[src/rtl/quad_decoder_if.sv]
// Bundles the encoder inputs, enable and decoded pulse outputs of quad_decoder.
// The master side drives the encoder and enable; the slave side is the decoder.
interface quad_decoder_if;
  logic enable;
  logic enc_a;
  logic enc_b;
  logic inc_en;
  logic dec_en;
  logic err;
  logic err_sticky;
  logic dir;

  modport master (
    output enable, enc_a, enc_b,
    input  inc_en, dec_en, err, err_sticky, dir
  );

  modport slave (
    input  enable, enc_a, enc_b,
    output inc_en, dec_en, err, err_sticky, dir
  );
endinterface

[src/rtl/quad_decoder.sv]
// x4 quadrature decoder: synchronizes and debounces A/B, then emits one
// registered inc/dec/err pulse per accepted change of the stable {a,b} state.
module quad_decoder #(
  parameter int FILTER_LEN  = 4,
  parameter int SYNC_STAGES = 2
) (
  input logic           clk,
  input logic           s_reset_n,
  quad_decoder_if.slave bus
);

  localparam int CntW = $clog2(FILTER_LEN + 1);
  localparam logic [CntW-1:0] CntLast = CntW'(FILTER_LEN - 1);

  typedef enum logic {INIT, RUN} state_e;

  state_e state_q, state_d;
  logic [SYNC_STAGES-1:0] syncA_q, syncB_q;
  logic [1:0][CntW-1:0] filtCnt_q, filtCnt_d;
  logic [CntW-1:0] initCnt_q, initCnt_d;
  logic [1:0] stable_q, stable_d;
  logic [1:0] prev_q, prev_d;
  logic incEn_q, incEn_d;
  logic decEn_q, decEn_d;
  logic err_q, err_d;
  logic sticky_q, sticky_d;
  logic dir_q, dir_d;

  logic [1:0] synced;
  logic [1:0] posPrev, posCur, delta;

  assign synced = {syncA_q[SYNC_STAGES-1], syncB_q[SYNC_STAGES-1]};

  // Gray-to-binary position so a forward step is +1 and a reverse step is -1 mod 4
  assign posPrev = {prev_q[1], prev_q[1] ^ prev_q[0]};
  assign posCur  = {stable_q[1], stable_q[1] ^ stable_q[0]};
  assign delta   = posCur - posPrev;

  always_comb begin
    state_d   = state_q;
    filtCnt_d = filtCnt_q;
    initCnt_d = initCnt_q;
    stable_d  = stable_q;
    prev_d    = prev_q;
    incEn_d   = 1'b0;
    decEn_d   = 1'b0;
    err_d     = 1'b0;
    sticky_d  = sticky_q;
    dir_d     = dir_q;

    case (state_q)
      INIT: begin
        if (initCnt_q == CntLast) begin
          stable_d  = synced;
          prev_d    = synced;
          initCnt_d = '0;
          state_d   = RUN;
        end else begin
          initCnt_d = initCnt_q + 1'b1;
        end
      end

      RUN: begin
        for (int ch = 0; ch < 2; ch++) begin
          if (synced[ch] != stable_q[ch]) begin
            if (filtCnt_q[ch] == CntLast) begin
              stable_d[ch]  = synced[ch];
              filtCnt_d[ch] = '0;
            end else begin
              filtCnt_d[ch] = filtCnt_q[ch] + 1'b1;
            end
          end else begin
            filtCnt_d[ch] = '0;
          end
        end

        // Tracking continues while disabled so no stale steps fire on re-enable
        prev_d = stable_q;
        if (bus.enable) begin
          case (delta)
            2'd1: begin
              incEn_d = 1'b1;
              dir_d   = 1'b1;
            end
            2'd3: begin
              decEn_d = 1'b1;
              dir_d   = 1'b0;
            end
            2'd2: begin
              err_d    = 1'b1;
              sticky_d = 1'b1;
            end
            default: ;
          endcase
        end
      end

      default: state_d = INIT;
    endcase
  end

  always_ff @(posedge clk) begin
    if (!s_reset_n) begin
      state_q   <= INIT;
      syncA_q   <= '0;
      syncB_q   <= '0;
      filtCnt_q <= '0;
      initCnt_q <= '0;
      stable_q  <= 2'b00;
      prev_q    <= 2'b00;
      incEn_q   <= 1'b0;
      decEn_q   <= 1'b0;
      err_q     <= 1'b0;
      sticky_q  <= 1'b0;
      dir_q     <= 1'b1;
    end else begin
      state_q   <= state_d;
      syncA_q   <= {syncA_q[SYNC_STAGES-2:0], bus.enc_a};
      syncB_q   <= {syncB_q[SYNC_STAGES-2:0], bus.enc_b};
      filtCnt_q <= filtCnt_d;
      initCnt_q <= initCnt_d;
      stable_q  <= stable_d;
      prev_q    <= prev_d;
      incEn_q   <= incEn_d;
      decEn_q   <= decEn_d;
      err_q     <= err_d;
      sticky_q  <= sticky_d;
      dir_q     <= dir_d;
    end
  end

  assign bus.inc_en     = incEn_q;
  assign bus.dec_en     = decEn_q;
  assign bus.err        = err_q;
  assign bus.err_sticky = sticky_q;
  assign bus.dir        = dir_q;

endmodule

[src/flat_wrapper.sv]
// flat-port wrapper written by rule: the top's interface ports become plain ports
module quad_decoder_flat 
#(
  parameter int FILTER_LEN  = 4,
  parameter int SYNC_STAGES = 2
)
  (clk, s_reset_n, bus_enable, bus_enc_a, bus_enc_b, bus_inc_en, bus_dec_en, bus_err, bus_err_sticky, bus_dir);
  quad_decoder_if bus_i ();
  input logic clk;
  input logic s_reset_n;
  input wire logic [$bits(bus_i.enable)-1:0] bus_enable;
  input wire logic [$bits(bus_i.enc_a)-1:0] bus_enc_a;
  input wire logic [$bits(bus_i.enc_b)-1:0] bus_enc_b;
  output wire logic [$bits(bus_i.inc_en)-1:0] bus_inc_en;
  output wire logic [$bits(bus_i.dec_en)-1:0] bus_dec_en;
  output wire logic [$bits(bus_i.err)-1:0] bus_err;
  output wire logic [$bits(bus_i.err_sticky)-1:0] bus_err_sticky;
  output wire logic [$bits(bus_i.dir)-1:0] bus_dir;
  assign bus_i.enable = bus_enable;
  assign bus_i.enc_a = bus_enc_a;
  assign bus_i.enc_b = bus_enc_b;
  assign bus_inc_en = bus_i.inc_en;
  assign bus_dec_en = bus_i.dec_en;
  assign bus_err = bus_i.err;
  assign bus_err_sticky = bus_i.err_sticky;
  assign bus_dir = bus_i.dir;
  quad_decoder #(.FILTER_LEN(FILTER_LEN), .SYNC_STAGES(SYNC_STAGES)) u_core (.clk(clk), .s_reset_n(s_reset_n), .bus(bus_i));
endmodule
[config.mk]
export PLATFORM = sky130hd
export DESIGN_NAME = quad_decoder_flat
export DESIGN_NICKNAME = d
export VERILOG_FILES = /design/src/rtl/quad_decoder_if.sv /design/src/rtl/quad_decoder.sv /design/src/flat_wrapper.sv
export SDC_FILE = /design/constraint.sdc
export NUM_CORES = 1
export LEC_CHECK = 0
export ABC_CLOCK_PERIOD_IN_PS = 1380
export CORE_MARGIN = 5
export CORE_UTILIZATION = 30
export CTS_BUF_LIST = sky130_fd_sc_hd__clkbuf_4 sky130_fd_sc_hd__clkbuf_8
export DETAILED_ROUTE_END_ITERATION = 8
export MAX_ROUTING_LAYER = met4
export PLACE_DENSITY = 0.47
export RECOVER_POWER = 100
export SETUP_SLACK_MARGIN = 0.2
export SLEW_MARGIN = 20
export SYNTH_ARGS = -nofsm -noshare
export SYNTH_HDL_FRONTEND = slang
export SYNTH_SLANG_ARGS = --single-unit
[constraint.sdc]
create_clock -name clk -period 1.38 [get_ports clk]
set_input_delay 0.414 -clock clk [delete_from_list [all_inputs] [get_ports clk]]
set_output_delay 0.414 -clock clk [all_outputs]
set_load 0.01 [all_outputs]
### Yosys cells after proc, flatten, opt, wreduce, memory -nomap -nowiden

Index checks and enable logic that the tools add are counted.

* bits in registers: 23
* input port bits: 5
* word-level logic and storage cells: 58

* add/sub/neg operators: 4
* equality and inequality tests: 13
* mux-type cells: 18
* bitwise logic cells: 3
* reduce and logical (&&, ||, !) cells: 6

Operators by type and width (number)
* 2-to-1 mux 3 bit: 5
* AND reduction 3 bit: 5
* adder 3 x 1 -> 3 bit, second input constant: 3
* == test 3 x 2 -> 1 bit, second input constant: 3
* 2-to-1 mux 1 bit: 9
* inequality test 2 bit, second input constant: 4
* case mux 2 bit (2 select lines): 2
* == test 2 bit, second input constant: 2
* == test 2 x 1 -> 1 bit, second input constant: 1
* 2-to-1 mux 2 bit: 1
* inequality test 1 bit: 2
* inequality test 2 x 1 -> 1 bit, second input constant: 1
* case mux 1 bit (2 select lines): 1
* nonzero test 2 bit: 1
* subtractor 2 bit: 1
* XOR 1 bit: 2
* inverter 1 bit: 1

### Longest topological paths before layout

Gate-level depths: netlist of the first run.

* depth after elaboration: 5
* mapped depth: 5
* mapped depth without buffers: 5

### Least setup slack after synthesis of the first run

No wires, ideal clock.

* kind: register to register
* start: reg u_core.stable_q[1]
* end: reg u_core.dir_q (netlist: u_core.bus.dir)
* library setup time: 0.121 ns
* data arrival time: 1.069 ns
* required time: 1.259 ns
* path slack: 0.189 ns
* cell stages (with the launch flop): 6
* clock period less this slack: 1.191 ns
* path through: dfxtp_1 > xnor2_1 > ha_1 > xor2_1 > nor3b_2 > a31oi_1

* longest elaborated chain between the ends: 5

RTL lines
* start: declaration: line quad_decoder.sv:21 `logic [1:0] stable_q, stable_d;`
* start signal: assignment: line quad_decoder.sv:122 `stable_q <= stable_d;`
* XOR 1 bit: line quad_decoder.sv:36 `assign posCur = {stable_q[1], stable_q[1] ^ stable_q[0]};`
* subtractor 2 bit (*): line quad_decoder.sv:37 `assign delta = posCur - posPrev;`
* == test 2 x 1 -> 1 bit or == test 2 bit (tied branches): line quad_decoder.sv:80 `case (delta)`
* nonzero test 2 bit (no line)
* AND reduction 3 bit (no line)
* end signal: assignment: line quad_decoder.sv:128 `dir_q <= dir_d;`
* end: declaration: line quad_decoder.sv:27 `logic dir_q, dir_d;`

Mark *: on every way between the ends. The rest lies on a longest branch, timed or not.
A chain may end at the register's enable or synchronous reset.

### Final worst setup path of the first run

* start: reg u_core.stable_q[1]
* end: reg u_core.filtCnt_q[3] (netlist bit)

* longest elaborated chain between the ends: 2

RTL lines
* inequality test 1 bit: line quad_decoder.sv:65 `if (synced[ch] != stable_q[ch]) begin`
* 2-to-1 mux 3 bit: line quad_decoder.sv:65
* end signal: assignment: line quad_decoder.sv:120 `filtCnt_q <= filtCnt_d;`
* end: declaration: line quad_decoder.sv:19 `logic [1:0][CntW-1:0] filtCnt_q, filtCnt_d;`

No other way between the ends.

==> results of run 1 <==
## flip-flops by register name, indices dropped and copies added (netlist names)
signal and cells:
u_core.filtCnt_q 6, u_core.initCnt_q 3, u_core.prev_q 2, u_core.stable_q 2, u_core.syncA_q 2, u_core.syncB_q 2
u_core.bus.dec_en 1, u_core.bus.dir 1, u_core.bus.err 1, u_core.bus.err_sticky 1, u_core.bus.inc_en 1, u_core.state_q 1
## synthesized netlist by cell type
cell      number
a211oi_1       3
a21bo_2        2
a21o_1         2
a21oi_1        7
a22oi_1        1
a31oi_1        1
and2_1         4
and3_1         2
buf_6          2
clkbuf_1       1
dfxtp_1       23
ha_1           4
inv_1          6
mux2i_1        3
nand2_1        6
nand2b_1       1
nand3_1        3
nand3b_1       1
nand4_1        1
nor2_1         8
nor3_1         1
nor3b_2        1
o21ai_0        3
or3_1          2
xnor2_1        2
xor2_1         4
## stage by stage
step	setup TNS (ns)	cell area, um^2	hold slack [ns]
5_1_grt	0	1260	0.489
4_1_cts	0	1140	0.463
3_5_place_dp	-1.57	1050	0.431
6_report	0	1260	0.459
2_1_floorplan	0	920	0.412
3_3_place_gp	-0.935	1050	0.418
## worst reg2reg max path, cell delays in order, from the launching register on
cell     delay (ns)
dfxtp_4        0.38
buf_4          0.16
xnor2_4        0.15
or3_4          0.36
a21oi_1        0.16
## per-layer routing
metal	track usage, %	up-vias
li1	-	362
met1	10.4	321
met2	15.5	4
met3	1.54	2
met4	3.89	0
met5	-	-
## layout make-up
class                   count  area share [%]
multi-input cells          62            40.1
flip-flops and latches     23            37.8
repair buffers             21            14.7
well taps                  33            3.27
clock buffers               4            2.38
inverters                   6            1.78
## worst paths after layout
check | start | endpoint | slack, ns | cells past startpoint
worst min register to register | u_core.syncB_q[0] | u_core.syncB_q[1] | 0.46 | 1
worst max register to register | u_core.stable_q[1] | u_core.filtCnt_q[3] | 0.11 | 4
worst min-delay path | u_core.syncB_q[0] | u_core.syncB_q[1] | 0.46 | 1
worst max-delay path | u_core.stable_q[1] | u_core.filtCnt_q[3] | 0.11 | 4
## logic make-up (layout without fill, tap and decap cells)
family | after synthesis | count (layout) | share of synthesized area, %
xor+xnor | 6 | 6 | 5.72
flops | 23 | 23 | 50.1
mux | 3 | 3 | 3.27
compound gates | 19 | 19 | 13.2
buf+inv | 9 | 31 | 5.31
fa+ha+maj | 4 | 4 | 5.45
simple gates | 30 | 30 | 16.9
## power by group through the flow
stage                     logic [mW]  registers, mW  clock network, mW
after floorplan                0.253          0.768                  0
after CTS                      0.344          0.767              0.337
after detailed placement       0.316          0.777                  0
after global placement         0.312          0.778                  0
after global routing           0.476          0.788              0.359
final                          0.421          0.778              0.321
## placed cells by master, fill, tap and decap left out, types with 2 or more instances in the layout
cell type	count
clkbuf_4	4
dfxtp_2	7
clkbuf_1	3
nand2_1	5
mux2i_1	3
ha_4	3
clkdlybuf4s50_1	4
dfxtp_1	14
nand3_1	3
buf_4	9
buf_6	3
and2_1	3
o21ai_0	2
xor2_1	4
inv_1	5
and3_1	2
a21bo_2	2
dfxtp_4	2
a21oi_2	2
a21oi_1	5
a211oi_1	3
nor2_1	8
## what timing repair did
item                                    CTS  global route
pin swaps                                 5             8
endpoints found under the setup margin   15            22
setup buffers                             5             4
resized for setup                        39            18
==> metrics.txt, run 1 <==
outcome complete, no violations; Multi-input gate area 507 um^2; switching share of power 28.4%; WL/cell 12.3 um; H-Tree Depth 1; Yosys reg bits 23; Mapped Nets 103; gr usage total 9.07%; CTS buffer count 3; critical path's slowest cell dfxtp_4; fin util 42.0%; Post-layout nets 126; 1st-pass router iterations 2; Mapped Cells 94; slowest stage delay, CP 0.38 ns; routed wl met3 35 um; leading area contributor after synthesis dfxtp_1; crit path DAT 1.50 ns; critical path class reg2reg; Detail Placement HPWL 1220 um; Die Height 65.3 um; Final setup viols 0; Top Layer Used met4; max_slew headroom 72.3%; Via Count 689; Period Utilization, post-route 91.8%; Critical Path RT 1.61 ns; die area 4270 um^2; CTS max path bufs 2; Net Sw Power 432 uW; crit end category register; first-pass GRT wire length 2960 um; fmax 789 MHz; Warnings, synthesis 0; DRC violations left 0; PD cells 1200 nW/um^2; clock power share 21.1%; n_diodes 0; worst-path cell chain buf_4 > xnor2_4 > or3_4 > a21oi_1; sequential area share after synthesis 50.1%; final setup margin 0.113 ns; Worst IR Drop VDD 0.632 mV; Internal 1.09 mW; P_leak 0.506 nW; worst path buffer plus inverter count 1; Initial Utilization 30.6%; final hold violations 0; Skew-Pair Late Insertion Delay 0.30 ns; DR vias/cell 4.62; combinational power share 27.7%; CTS tree built; Hold-fix buffers, CTS 0; io pins 10; Area growth syn-to-layout 37.5%; CTS sink cnt 23; aggregate global routing overflow 0; core box area 3000 um^2; Seq pwr share 51.2%; Slew @ Worst Pin 0.415 ns; Synth top area share 50.1%; CP Launch Type register; Starting DRT DRC Count 14; worst min path class reg2reg; vias in the first global route 704; Final Non-Filler Cells 149; Synth cell types 26; initial antenna violation count 0; met1 wire length 846 um; syn avg cell area 9.77 um^2; clock transition at the registers of the reported paths 0.12 ns; clock root buffer clkbuf_4; total power 1.52 mW; Syn Std Cell Area 918 um^2; placed cells 136; Site Rows 20; sequential cell area 477 um^2; Placer Congestion 0.745; max cap viols 0; Final Routed Wirelength 1840 um; RSZ-0062 raised after global routing yes; post-place setup slack -0.163 ns; Max Slew Vio Count 0; layout cell share with drive strength beyond 1 36.2%; min Tclk post-route 1.27 ns; Port Buffers 9; antenna viol nets, final 0; Fillers 317; CP top delay family flip-flops; clock skew 0.00585 ns; worst-path fanout max 3; top cells by area, synth dfxtp_1 (50%), ha_1 (5.4%), a21oi_1 (3.8%); largest net degree at the start of global routing 13; met2 routed WL 947 um; Die W 65.3 um
Power figures use the tool's default switching activity.
==> run 2, diff against run 1 <==
--- a/config.mk
+++ b/config.mk
@@ -10,10 +10,12 @@
 export CORE_UTILIZATION = 30
 export CTS_BUF_LIST = sky130_fd_sc_hd__clkbuf_4 sky130_fd_sc_hd__clkbuf_8
 export DETAILED_ROUTE_END_ITERATION = 8
+export HOLD_SLACK_MARGIN = 0.08
 export MAX_ROUTING_LAYER = met4
 export PLACE_DENSITY = 0.47
 export RECOVER_POWER = 100
 export SETUP_SLACK_MARGIN = 0.2
+export SKIP_CTS_REPAIR_TIMING = 1
 export SLEW_MARGIN = 20
 export SYNTH_ARGS = -nofsm -noshare
 export SYNTH_HDL_FRONTEND = slang
==> metrics.txt, run 2 (synthesis gave the netlist of run 1 again) <==
outcome complete, no violations (unchanged); max FFs per register 6 (unchanged); critical path class reg2reg (unchanged); gr usage total 8.59% (was 9.07%); Hold Path Sink u_core.syncB_q[1] (unchanged); Die W 65.3 um (unchanged); Detail Placement HPWL 1220 um (unchanged); clock skew 0.000976 ns (was 0.00585 ns); vias in the first global route 642 (was 704); max_slew headroom 72.5% (was 72.3%); Period Utilization, post-route 91.0% (was 91.8%); first-pass GRT wire length 2780 um (was 2960 um); Post-layout nets 123 (was 126); WL/cell 12.2 um (was 12.3 um); register name with the most flops u_core.filtCnt_q (unchanged); final hold violations 0 (unchanged); Placer Congestion 0.745 (unchanged); CTS sink cnt 23 (unchanged); CTS buffer count 3 (unchanged); RSZ-0062 raised after global routing yes (unchanged); die area 4270 um^2 (unchanged); Slew @ Worst Pin 0.412 ns (was 0.415 ns); crit end category register (unchanged); clock transition at the registers of the reported paths 0.12 ns (about the same); fmax 796 MHz (was 789 MHz); antenna viol nets, final 0 (unchanged); Critical Path RT 1.57 ns (was 1.61 ns); largest net degree at the start of global routing 13 (unchanged); leading cell type in the layout, fill and taps excluded dfxtp_1 (unchanged); slowest stage delay, CP 0.44 ns (was 0.38 ns); Starting DRT DRC Count 12 (was 14); worst reg2reg startpoint u_core.stable_q[0] (was u_core.stable_q[1]); critical path's slowest cell dfxtp_2 (was dfxtp_4); DR vias/cell 4.73 (was 4.62); 1st-pass router iterations 3 (was 2); DRC violations left 0 (unchanged); Regs by FF count u_core.filtCnt_q (6), u_core.initCnt_q (3) (unchanged); total negative slack 0 ns (unchanged); Reg2Reg Setup Slack 0.12 ns (was 0.11 ns); Initial Utilization 30.6% (unchanged); min-delay src u_core.syncB_q[0] (unchanged); io pins 10 (unchanged); worst-path cell chain xnor2_4 > ha_4 > xor2_1 > nor3b_2 > a31oi_1 (was buf_4 > xnor2_4 > or3_4 > a21oi_1); max cap viols 0 (unchanged); crit path DAT 1.45 ns (was 1.50 ns); CTS max path bufs 2 (unchanged); CP Launch Type register (unchanged); most frequent cells in the layout dfxtp_1 (14), buf_4 (8), nor2_1 (7) (was dfxtp_1 (14), buf_4 (9), nor2_1 (8)); n_diodes 0 (unchanged); worst min path class reg2reg (unchanged); Area growth syn-to-layout 39.5% (was 37.5%); Skew-Pair Late Insertion Delay 0.30 ns (about the same); R2R depth 5 (was 4); CTS tree built (unchanged); R2R Path End u_core.bus.dir (was u_core.filtCnt_q[3]); H-Tree Depth 1 (unchanged); aggregate global routing overflow 0 (unchanged); worst-path fanout max 4 (was 3); Max Slew Vio Count 0 (unchanged); core box area 3000 um^2 (unchanged); Via Count 691 (was 689); Final setup viols 0 (unchanged); Worst IR Drop VDD 0.689 mV (was 0.632 mV); PD cells 1210 nW/um^2 (was 1200 nW/um^2); Port Buffers 9 (unchanged); total power 1.55 mW (was 1.52 mW); layout cell share with drive strength beyond 1 37.2% (was 36.2%); initial antenna violation count 0 (unchanged); Hold Path Stages 1 (unchanged); Die Height 65.3 um (unchanged); clock root buffer clkbuf_4 (unchanged); P_leak 0.480 nW (was 0.506 nW); min Tclk post-route 1.26 ns (was 1.27 ns); Final Routed Wirelength 1790 um (was 1840 um); Site Rows 20 (unchanged)
[run 2: how the worst max path moves through the flow]
stage	from	to	cells after the start
after floorplan	u_core.filtCnt_q[0]	u_core.filtCnt_q[0]	5
after global placement	s_reset_n	u_core.bus.dir	4
after detailed placement	s_reset_n	u_core.initCnt_q[2]	3
after CTS	u_core.bus.dir	bus_dir	1
after global routing	u_core.prev_q[0]	u_core.bus.dir	5
final	u_core.stable_q[0]	u_core.bus.dir	5
[run 2: cell type report]
type | count | area (um^2)
flip-flops and latches | 23 | 482
multi-input cells | 62 | 549
inverters | 6 | 25.0
repair buffers | 18 | 154
fillers | 314 | 1720
clock buffers | 4 | 30.0
well taps | 33 | 41.3
[run 2: through the flow]
| stage | worst slack, ns | cells | hold slack [ns] | utilization (%) | area (um^2) |
|---|---|---|---|---|---|
| finish | 0.124 | 146 | 0.458 | 42.7 | 1280 |
| CTS | -0.239 | 140 | 0.463 | 35.9 | 1080 |
| floorplan | 0.203 | 94 | 0.412 | - | 920 |
| global placement | -0.115 | 136 | 0.418 | 34.9 | 1050 |
| detailed placement | -0.163 | 136 | 0.431 | 34.9 | 1050 |
| global route | 0.0457 | 146 | 0.489 | 42.7 | 1280 |
[run 2: report_power, final]
group	internal [mW]	leakage (nW)	switching, mW
clock network	0.132	0.0184	0.189
registers	0.726	0.192	0.0745
logic	0.236	0.269	0.188
total	1.09	0.480	0.452
[run 2: per-layer routing]
metal | track usage (%) | wire length (um)
met4 | 3.89 | 12
met3 | 1.54 | 35
met5 | - | 0
met1 | 10.8 | 805
met2 | 13.4 | 933
[run 2: critical path: cells and delay by family (launching register included)]
kind | cells | cell delay, ns
xor gates and xnor gates | 2 | 0.30
AOI/OAI and AO/OA | 1 | 0.06
DFF | 1 | 0.44
adders and majority gates | 1 | 0.15
and+or+nand+nor | 1 | 0.21
